[src/rtl/writeback_top_if.sv]
// Memory-to-writeback bus: the memory-access stage drives this bundle and the
// writeback stage samples it.
interface writeback_top_if #(
    parameter int XLEN = 32
);
    logic            mw_vld;
    logic [XLEN-1:0] mw_dat;
    logic [31:0]     mw_inst;
    logic [31:0]     mw_pc;
    logic [1:0]      mw_addr_lo;

    modport master (output mw_vld, mw_dat, mw_inst, mw_pc, mw_addr_lo);
    modport slave  (input  mw_vld, mw_dat, mw_inst, mw_pc, mw_addr_lo);
endinterface

[src/rtl/writeback_top.sv]
// Writeback stage: registers the memory-stage result, formats load data,
// commits rd into the architectural register file and serves the two decode
// read ports with write-through bypass.
// Optional macro WB_INSTRET_EN adds a 64-bit retired-instruction counter;
// without it wb_instret is tied to zero and no counter flops exist.
module writeback_top #(
    parameter int XLEN = 32,
    parameter int NREG = 32
) (
    input  logic             clk,
    input  logic             rst_n,
    writeback_top_if.slave   mw,
    input  logic             wb_stall,
    input  logic             wb_flush,
    input  logic [4:0]       id_rs1,
    input  logic [4:0]       id_rs2,
    output logic [XLEN-1:0]  id_rd1,
    output logic [XLEN-1:0]  id_rd2,
    output logic             wb_fwd_we,
    output logic [4:0]       wb_fwd_dst,
    output logic [XLEN-1:0]  wb_fwd_dat,
    output logic [63:0]      wb_instret
);
    // Opcode values shared with the rest of the pipeline (utils_top encodings).
    localparam logic [6:0] OP_LOAD   = 7'b0000011;
    localparam logic [6:0] OP_STORE  = 7'b0100011;
    localparam logic [6:0] OP_BRANCH = 7'b1100011;

    // Stage registers
    logic            vld_q, vld_d;
    logic [31:0]     inst_q, inst_d;
    logic [31:0]     pc_q, pc_d;
    logic [XLEN-1:0] dat_q, dat_d;
    logic [1:0]      lo_q, lo_d;

    logic [XLEN-1:0] rf_q [NREG];

    logic [6:0]      opcode;
    logic [2:0]      funct3;
    logic [7:0]      byte_sel;
    logic [15:0]     half_sel;

    assign opcode = inst_q[6:0];
    assign funct3 = inst_q[14:12];

    // pc and the upper instruction bits travel with the stage but are not
    // consumed here; folding them keeps them visible without driving logic.
    logic unused_stage;
    assign unused_stage = ^{pc_q, inst_q[31:15]};

    // Next stage state: stall holds everything (and so beats flush).
    always_comb begin
        vld_d  = vld_q;
        inst_d = inst_q;
        pc_d   = pc_q;
        dat_d  = dat_q;
        lo_d   = lo_q;
        if (!wb_stall) begin
            vld_d  = mw.mw_vld & ~wb_flush;
            inst_d = mw.mw_inst;
            pc_d   = mw.mw_pc;
            dat_d  = mw.mw_dat;
            lo_d   = mw.mw_addr_lo;
        end
    end

    // Stage register update with synchronous reset.
    always_ff @(posedge clk) begin
        if (!rst_n) begin
            vld_q  <= 1'b0;
            inst_q <= '0;
            pc_q   <= '0;
            dat_q  <= '0;
            lo_q   <= '0;
        end else begin
            vld_q  <= vld_d;
            inst_q <= inst_d;
            pc_q   <= pc_d;
            dat_q  <= dat_d;
            lo_q   <= lo_d;
        end
    end

    // Load lane selection; a misaligned halfword still picks the half chosen
    // by addr_lo[1].
    always_comb begin
        byte_sel = dat_q[7:0];
        case (lo_q)
            2'd0:    byte_sel = dat_q[7:0];
            2'd1:    byte_sel = dat_q[15:8];
            2'd2:    byte_sel = dat_q[23:16];
            default: byte_sel = dat_q[31:24];
        endcase
        half_sel = lo_q[1] ? dat_q[31:16] : dat_q[15:0];
    end

    // Load formatting; non-loads and unknown funct3 pass the word through.
    always_comb begin
        wb_fwd_dat = dat_q;
        if (opcode == OP_LOAD) begin
            case (funct3)
                3'b000:  wb_fwd_dat = {{(XLEN-8){byte_sel[7]}}, byte_sel};
                3'b001:  wb_fwd_dat = {{(XLEN-16){half_sel[15]}}, half_sel};
                3'b100:  wb_fwd_dat = {{(XLEN-8){1'b0}}, byte_sel};
                3'b101:  wb_fwd_dat = {{(XLEN-16){1'b0}}, half_sel};
                default: wb_fwd_dat = dat_q;
            endcase
        end
    end

    assign wb_fwd_dst = inst_q[11:7];
    assign wb_fwd_we  = vld_q & ~wb_stall & (wb_fwd_dst != 5'd0)
                      & (opcode != OP_STORE) & (opcode != OP_BRANCH);

    // Register file: cleared on reset, reset beats any pending commit.
    always_ff @(posedge clk) begin
        if (!rst_n) begin
            for (int i = 0; i < NREG; i++) rf_q[i] <= '0;
        end else if (wb_fwd_we) begin
            rf_q[wb_fwd_dst] <= wb_fwd_dat;
        end
    end

    function automatic logic [XLEN-1:0] rd_port(
        input logic [4:0]      rs,
        input logic            we,
        input logic [4:0]      dst,
        input logic [XLEN-1:0] fdat,
        input logic [XLEN-1:0] rdat
    );
        if (rs == 5'd0)             return '0;
        else if (we && rs == dst)   return fdat;
        else                        return rdat;
    endfunction

    // Decode read ports with write-through bypass of this cycle's commit.
    always_comb begin
        id_rd1 = rd_port(id_rs1, wb_fwd_we, wb_fwd_dst, wb_fwd_dat, rf_q[id_rs1]);
        id_rd2 = rd_port(id_rs2, wb_fwd_we, wb_fwd_dst, wb_fwd_dat, rf_q[id_rs2]);
    end

`ifdef WB_INSTRET_EN
    logic [63:0] instret_q, instret_d;

    // Every retiring stage slot counts, stores and branches included.
    always_comb begin
        instret_d = instret_q;
        if (vld_q && !wb_stall) instret_d = instret_q + 64'd1;
    end

    // Retired-instruction counter register.
    always_ff @(posedge clk) begin
        if (!rst_n) instret_q <= '0;
        else        instret_q <= instret_d;
    end

    assign wb_instret = instret_q;
`else
    assign wb_instret = '0;
`endif
endmodule

[src/flat_wrapper.sv]
// flat-port wrapper written by rule: the top's interface ports become plain ports
module writeback_top_flat 
#(
    parameter int XLEN = 32,
    parameter int NREG = 32
)
  (clk, rst_n, wb_stall, wb_flush, id_rs1, id_rs2, id_rd1, id_rd2, wb_fwd_we, wb_fwd_dst, wb_fwd_dat, wb_instret, mw_mw_vld, mw_mw_dat, mw_mw_inst, mw_mw_pc, mw_mw_addr_lo);
  writeback_top_if #(.XLEN(XLEN)) mw_i ();
  input  logic clk;
  input  logic rst_n;
  input  logic wb_stall;
  input  logic wb_flush;
  input  logic [4:0] id_rs1;
  input  logic [4:0] id_rs2;
  output logic [XLEN-1:0] id_rd1;
  output logic [XLEN-1:0] id_rd2;
  output logic wb_fwd_we;
  output logic [4:0] wb_fwd_dst;
  output logic [XLEN-1:0] wb_fwd_dat;
  output logic [63:0] wb_instret;
  input wire logic [$bits(mw_i.mw_vld)-1:0] mw_mw_vld;
  input wire logic [$bits(mw_i.mw_dat)-1:0] mw_mw_dat;
  input wire logic [$bits(mw_i.mw_inst)-1:0] mw_mw_inst;
  input wire logic [$bits(mw_i.mw_pc)-1:0] mw_mw_pc;
  input wire logic [$bits(mw_i.mw_addr_lo)-1:0] mw_mw_addr_lo;
  assign mw_i.mw_vld = mw_mw_vld;
  assign mw_i.mw_dat = mw_mw_dat;
  assign mw_i.mw_inst = mw_mw_inst;
  assign mw_i.mw_pc = mw_mw_pc;
  assign mw_i.mw_addr_lo = mw_mw_addr_lo;
  writeback_top #(.XLEN(XLEN), .NREG(NREG)) u_core (.clk(clk), .rst_n(rst_n), .mw(mw_i), .wb_stall(wb_stall), .wb_flush(wb_flush), .id_rs1(id_rs1), .id_rs2(id_rs2), .id_rd1(id_rd1), .id_rd2(id_rd2), .wb_fwd_we(wb_fwd_we), .wb_fwd_dst(wb_fwd_dst), .wb_fwd_dat(wb_fwd_dat), .wb_instret(wb_instret));
endmodule
[config.mk]
export PLATFORM = sky130hd
export DESIGN_NAME = writeback_top_flat
export DESIGN_NICKNAME = d
export VERILOG_FILES = /design/src/rtl/writeback_top_if.sv /design/src/rtl/writeback_top.sv /design/src/flat_wrapper.sv
export SDC_FILE = /design/constraint.sdc
export NUM_CORES = 2
export LEC_CHECK = 0
export BUFFER_PORTS_ARGS = -buffer_cell sky130_fd_sc_hd__buf_2
export CORE_MARGIN = 2
export CORE_UTILIZATION = 62
export DETAILED_ROUTE_END_ITERATION = 6
export HOLD_SLACK_MARGIN = 0.12
export PLACE_DENSITY = 0.8
export SLEW_MARGIN = 10
export SYNTH_ARGS = -nofsm -noshare
export SYNTH_HDL_FRONTEND = slang
export SYNTH_SLANG_ARGS = --single-unit
[constraint.sdc]
create_clock -name clk -period 3.35 [get_ports clk]
set_input_delay 0.335 -clock clk [delete_from_list [all_inputs] [get_ports clk]]
set_output_delay 0.335 -clock clk [all_outputs]
set_load 0.01 [all_outputs]
After elaboration in Yosys (flattened, before gate mapping). Memories as Yosys holds them, arrays and structs flattened. Index checks and enable logic that the tools add are counted.

Eq/ne operators: 10. Mux-type cells: 15. Bitwise operators: 7. Reduce and logical (&&, ||, !) cells: 8.

Operators by type and width (count): $mux W32 (6); $pmux W32 S4 (1); $reduce_or A32 Y1 (1); $pmux W8 S3 (1); $mux W16 (1); $eq A5 B5 Y1 (2); $logic_not A5 Y1 (2); $eq A7 B2 Y1 const B (1); $ne A7 B6 Y1 const B (1); $ne A7 B7 Y1 const B (1); $eq A3 B3 Y1 const B (2); $and A1 B1 Y1 (5); $mux W1 (5); $mux W5 (1); $reduce_bool A5 Y1 (1); $eq A3 B1 Y1 const B (1); $logic_not A3 Y1 (1); $eq A2 B1 Y1 const B (1); $eq A2 B2 Y1 const B (1); $logic_and A1 B1 Y1 (2); $logic_not A2 Y1 (1); $not A1 Y1 (2).

Bits in registers: 50. Bits in writable memories: 1024. Input port bits: 113. Output and inout bits: 166. Memories kept: 1.

Memories: u_core.rf_q (words 32, bits a word 32, read ports 2, clocked after memory_dff 0, wr ports 32, line writeback_top.sv:36) `logic [XLEN-1:0] rf_q [NREG];`.

Longest topological paths before layout.
Word-level depth: 10. Gate-level depth with buffers: 11. Mapped depth without buffers: 7.

Worst setup path before layout. No wires, ideal clock.

Path kind: input port to flip-flop. From: input wb_stall. To: memory u_core.rf_q[24][0] (enable). Library setup time: 389 ps. Data arrival time: 2442 ps. Data required time: 2961 ps. Slack: 519 ps. Cell stages on the path: 7. Path buffers: 2. Cell sequence: clkbuf_1 > nand2b_1 > a211o_1 > nor4_2 > nand2_1 > buf_1 > nand2_1.

RTL lines: from (decl) (line flat_wrapper.sv:11) `input logic wb_stall;`; to (decl) (line writeback_top.sv:36).

Worst setup path after layout.
From: register u_core.inst_q[12]. To: output wb_fwd_dat[1].

Word-level cells in the longest chain between the ends: 3. Elaborated cells on any way between the ends: 6. Those cells by class: eq/ne: 3; mux: 2; reduce/logical: 1.

Ends and longest elaborated chain: from (decl) (line writeback_top.sv:31) `logic [31:0] inst_q, inst_d;`; from (signal assigned) (line writeback_top.sv:77) `inst_q <= inst_d;`; $eq A3 B3 Y1, or another cell as far along (line writeback_top.sv:101) `case (funct3)`; $pmux W32 S4 (*) (line writeback_top.sv:101); $mux W32 (*) (line writeback_top.sv:100) `if (opcode == OP_LOAD) begin`; to (decl) (line flat_wrapper.sv:19) `output logic [XLEN-1:0] wb_fwd_dat;`.

Mark *: on every way between the ends. The rest lies on a longest branch, timed or not.

==> results.sh <==
export IMPL_syn_to_final_growth_pct=15.3
export IMPL_dpl_hpwl_um=119000
export IMPL_final_max_slew_violation_count=0
export IMPL_synthTopCellsByCount="1126 x nor2_1, 1024 x edfxtp_1, 422 x mux2i_1, 278 x mux4_2, 257 x clkbuf_1"
export IMPL_place_inst=5799
export IMPL_grt_ovfl_total=0
export IMPL_coreArea_mm2=0.0912
export IMPL_clock_skew_ns=0.0204
export IMPL_failed_checks="design-rule violations, negative setup slack"
export IMPL_final_hold_viol_count=0
export IMPL_gp_congestion=0.967
export IMPL_period_needed_ns=3.54
export IMPL_synth_most_common_cell="nor2_1"
export IMPL_grt_first_pass_wirelength_um=279000
export IMPL_tightest_slew_ns=1.04
export IMPL_hp_class="input port to flip-flop"
export IMPL_vias_per_cell=7.40
export IMPL_ir_drop_mv=0.418
export IMPL_root_buffer="clkbuf_16"
export IMPL_place_ws_ns=0.360
export IMPL_h_tree_depth=3
export IMPL_crit_path_end_kind="output port"
export IMPL_setup_slack_ns=-0.187
export IMPL_antenna_found_initial=9
export IMPL_firstDrtPassIters=7
export IMPL_required_ns=3.01
export IMPL_grt_pass1_vias=44100
export IMPL_status="finished with violations"
export IMPL_die_width_um=307
export IMPL_power_density_mw_per_mm2=503
export IMPL_slew_limit_headroom_pct=30.5
export IMPL_clk_path_buf_depth=3
export IMPL_drtIter0Drc=8644
export IMPL_cts_made_buffers=106
export IMPL_initial_core_util_pct=62.3
export IMPL_synth_edf_count=1024
export IMPL_synthTopCellsByArea="edfxtp_1 54%, mux4_2 11%, nor2_1 7.4%"
export IMPL_p_leak_nw=24.2
export IMPL_io_buffers=165
export IMPL_clock_latency_ns=0.72
export IMPL_final_util_pct=71.8
export IMPL_ios=279
export IMPL_layout_nets=4953
export IMPL_finalSetupViolCount=53
export IMPL_worstSetupStartpointType="flip-flop"
export IMPL_syn_cell_area_mm2=0.0568
export IMPL_drcViolationCount=163
export IMPL_synth_top_area_share_pct=54.1
export IMPL_clk_pin_slew_worst_paths_ns=0.07
export IMPL_routedWlPerCell_um=32.8
export IMPL_synth_seq_cells=1074
export IMPL_ant_nets=0
export IMPL_worstSetupPathType="flip-flop to output port"
export IMPL_drive_above_1_share_pct=24.0
export IMPL_synth_cell_type_count=46
export IMPL_rsz0062_at_grt="true"
export IMPL_vias=45300
export IMPL_synthArstFlopShare_pct=0
export IMPL_syn_inst=4607
export IMPL_cp_arrival_ns=3.20
export IMPL_cap_violations=0
export IMPL_synthFlopType="edfxtp_1"
export IMPL_yosys_warnings=0
export IMPL_track_usage_pct=40.7
export IMPL_cts_sinks=1074
export IMPL_ys_seq_area_share_pct=55.9
export IMPL_rows=111
export IMPL_die_area_mm2=0.0941
export IMPL_wl_um=201000
export IMPL_max_freq_mhz=283
export IMPL_finalCritPeriodShare_pct=106
export IMPL_yosysTopAreaCell="edfxtp_1"
export IMPL_syn_area_per_cell_um2=12.3
export IMPL_instances_no_fill=6121
export IMPL_critPathMaxFanout=12
export IMPL_grt_max_degree=69
export IMPL_cts_tree="yes"
export IMPL_die_y_um=307
## worst max-delay path, cell delays in order (launching register included)
cell and delay [ns]:
dfxtp_1 0.45, nor2b_1 0.09, buf_4 0.19, nand2b_1 0.34, nor2_1 0.22, a21oi_1 0.11
o22ai_4 0.55, buf_4 0.34, inv_1 0.05, buf_2 0.13
## flip-flops by register name (all words and copies together), names as in the netlist
signal / cells
u_core.vld_q: 1
u_core.rf_q: 1024
u_core.inst_q: 15
u_core.lo_q: 2
u_core.dat_q: 32
## placed cells by master, fill, tap and decap left out, types with 4 or more instances in the layout
master	count
inv_1	33
xor2_1	6
nor2b_1	63
clkinv_1	25
o211ai_1	60
conb_1	96
bufinv_16	21
dfxtp_1	47
a21oi_1	128
buf_4	246
nor3b_1	4
buf_6	7
nor2b_4	4
clkbuf_16	113
clkinv_2	21
buf_2	159
edfxtp_1	1024
diode_2	6
nand2_2	37
buf_12	78
nor2_1	1123
nand3_1	120
o22ai_1	156
xnor2_1	4
nor3_1	5
clkbuf_1	15
mux2i_1	422
a21oi_4	11
mux2_2	123
o22ai_2	25
dlygate4sd3_1	65
mux4_2	278
a21oi_2	5
a22oi_1	240
buf_8	4
nand2_1	93
o22ai_4	14
nand2b_1	4
## routing by layer
metal | GRT usage, % | wire length (um) | up-vias
met5 | 0 | 151 | -
met4 | 26.7 | 17800 | 10
met3 | 14.9 | 35800 | 1323
met2 | 61.8 | 87600 | 4848
met1 | 49.1 | 59700 | 21500
li1 | - | - | 17600
## through the flow
| stage | power [mW] | hold WS [ns] | cell area [um^2] | setup TNS (ns) |
|---|---|---|---|---|
| floorplan | 18.2 | 0.462 | 57200 | 0 |
| global placement | 19.7 | 0.474 | 60300 | 0 |
| detailed placement | 19.8 | 0.490 | 60300 | 0 |
| CTS | 32.4 | 0.361 | 64800 | 0 |
| global route | 33.4 | 0.397 | 65500 | -2.81 |
| finish | 32.9 | 0.406 | 65500 | -3.25 |
## power breakdown
group	internal [mW]	switching (mW)	leakage (nW)	total (mW)
registers	15.2	0.319	10.9	15.5
logic	1.74	2.91	11.5	4.64
clock network	7.46	5.34	1.79	12.8
total	24.4	8.57	24.2	32.9
## path summary, 6_finish.rpt
path | cells after the start | from | endpoint | slack [ns]
max | 9 | u_core.inst_q[12]$_SDFFE_PN0N_ | wb_fwd_dat[1] | -0.19
min | 3 | rst_n | u_core.rf_q[9][30]$_SDFFCE_PN0P_ | 0.41
max reg2reg | 9 | u_core.inst_q[0]$_SDFFE_PN0N_ | u_core.rf_q[6][1]$_SDFFCE_PN0P_ | 0.32
min reg2reg | 2 | u_core.dat_q[2]$_SDFFE_PN0N_ | u_core.dat_q[2]$_SDFFE_PN0N_ | 0.57
## final cells by class
class | count | area, um^2
clock buffer | 122 | 2730
timing repair buffer | 565 | 5140
antenna | 6 | 15.0
fill | 5439 | 25700
clock inverter | 75 | 926
tap | 1186 | 1480
inverter | 34 | 129
multi-input combinational | 3059 | 23300
sequential | 1074 | 31800
## kinds of logic (layout without fill, tap and decap cells)
family                    after synthesis  count (layout)  synth area share, %
and+or+nand+nor                      1476            1476                 10.5
DFF                                  1074            1074                 55.9
muxes                                 823             823                 20.9
AOI/OAI and AO/OA                     654             654                 7.74
buffers and inverters                 569             796                 4.85
xor gates and xnor gates               10              10                0.154
other                                   1             102              0.00660
## what timing repair did
| action | CTS | global route |
|---|---|---|
| cloned | 0 | 6 |
| pin swaps | 2 | 12 |
| resized for setup | 20 | 48 |
| buffers inserted | 8 | 40 |
| hold buffers | 65 | 0 |
| hold endpoints to repair | 50 | 0 |
| setup endpoints to repair | 53 | 84 |
Power figures use the tool's default switching activity.
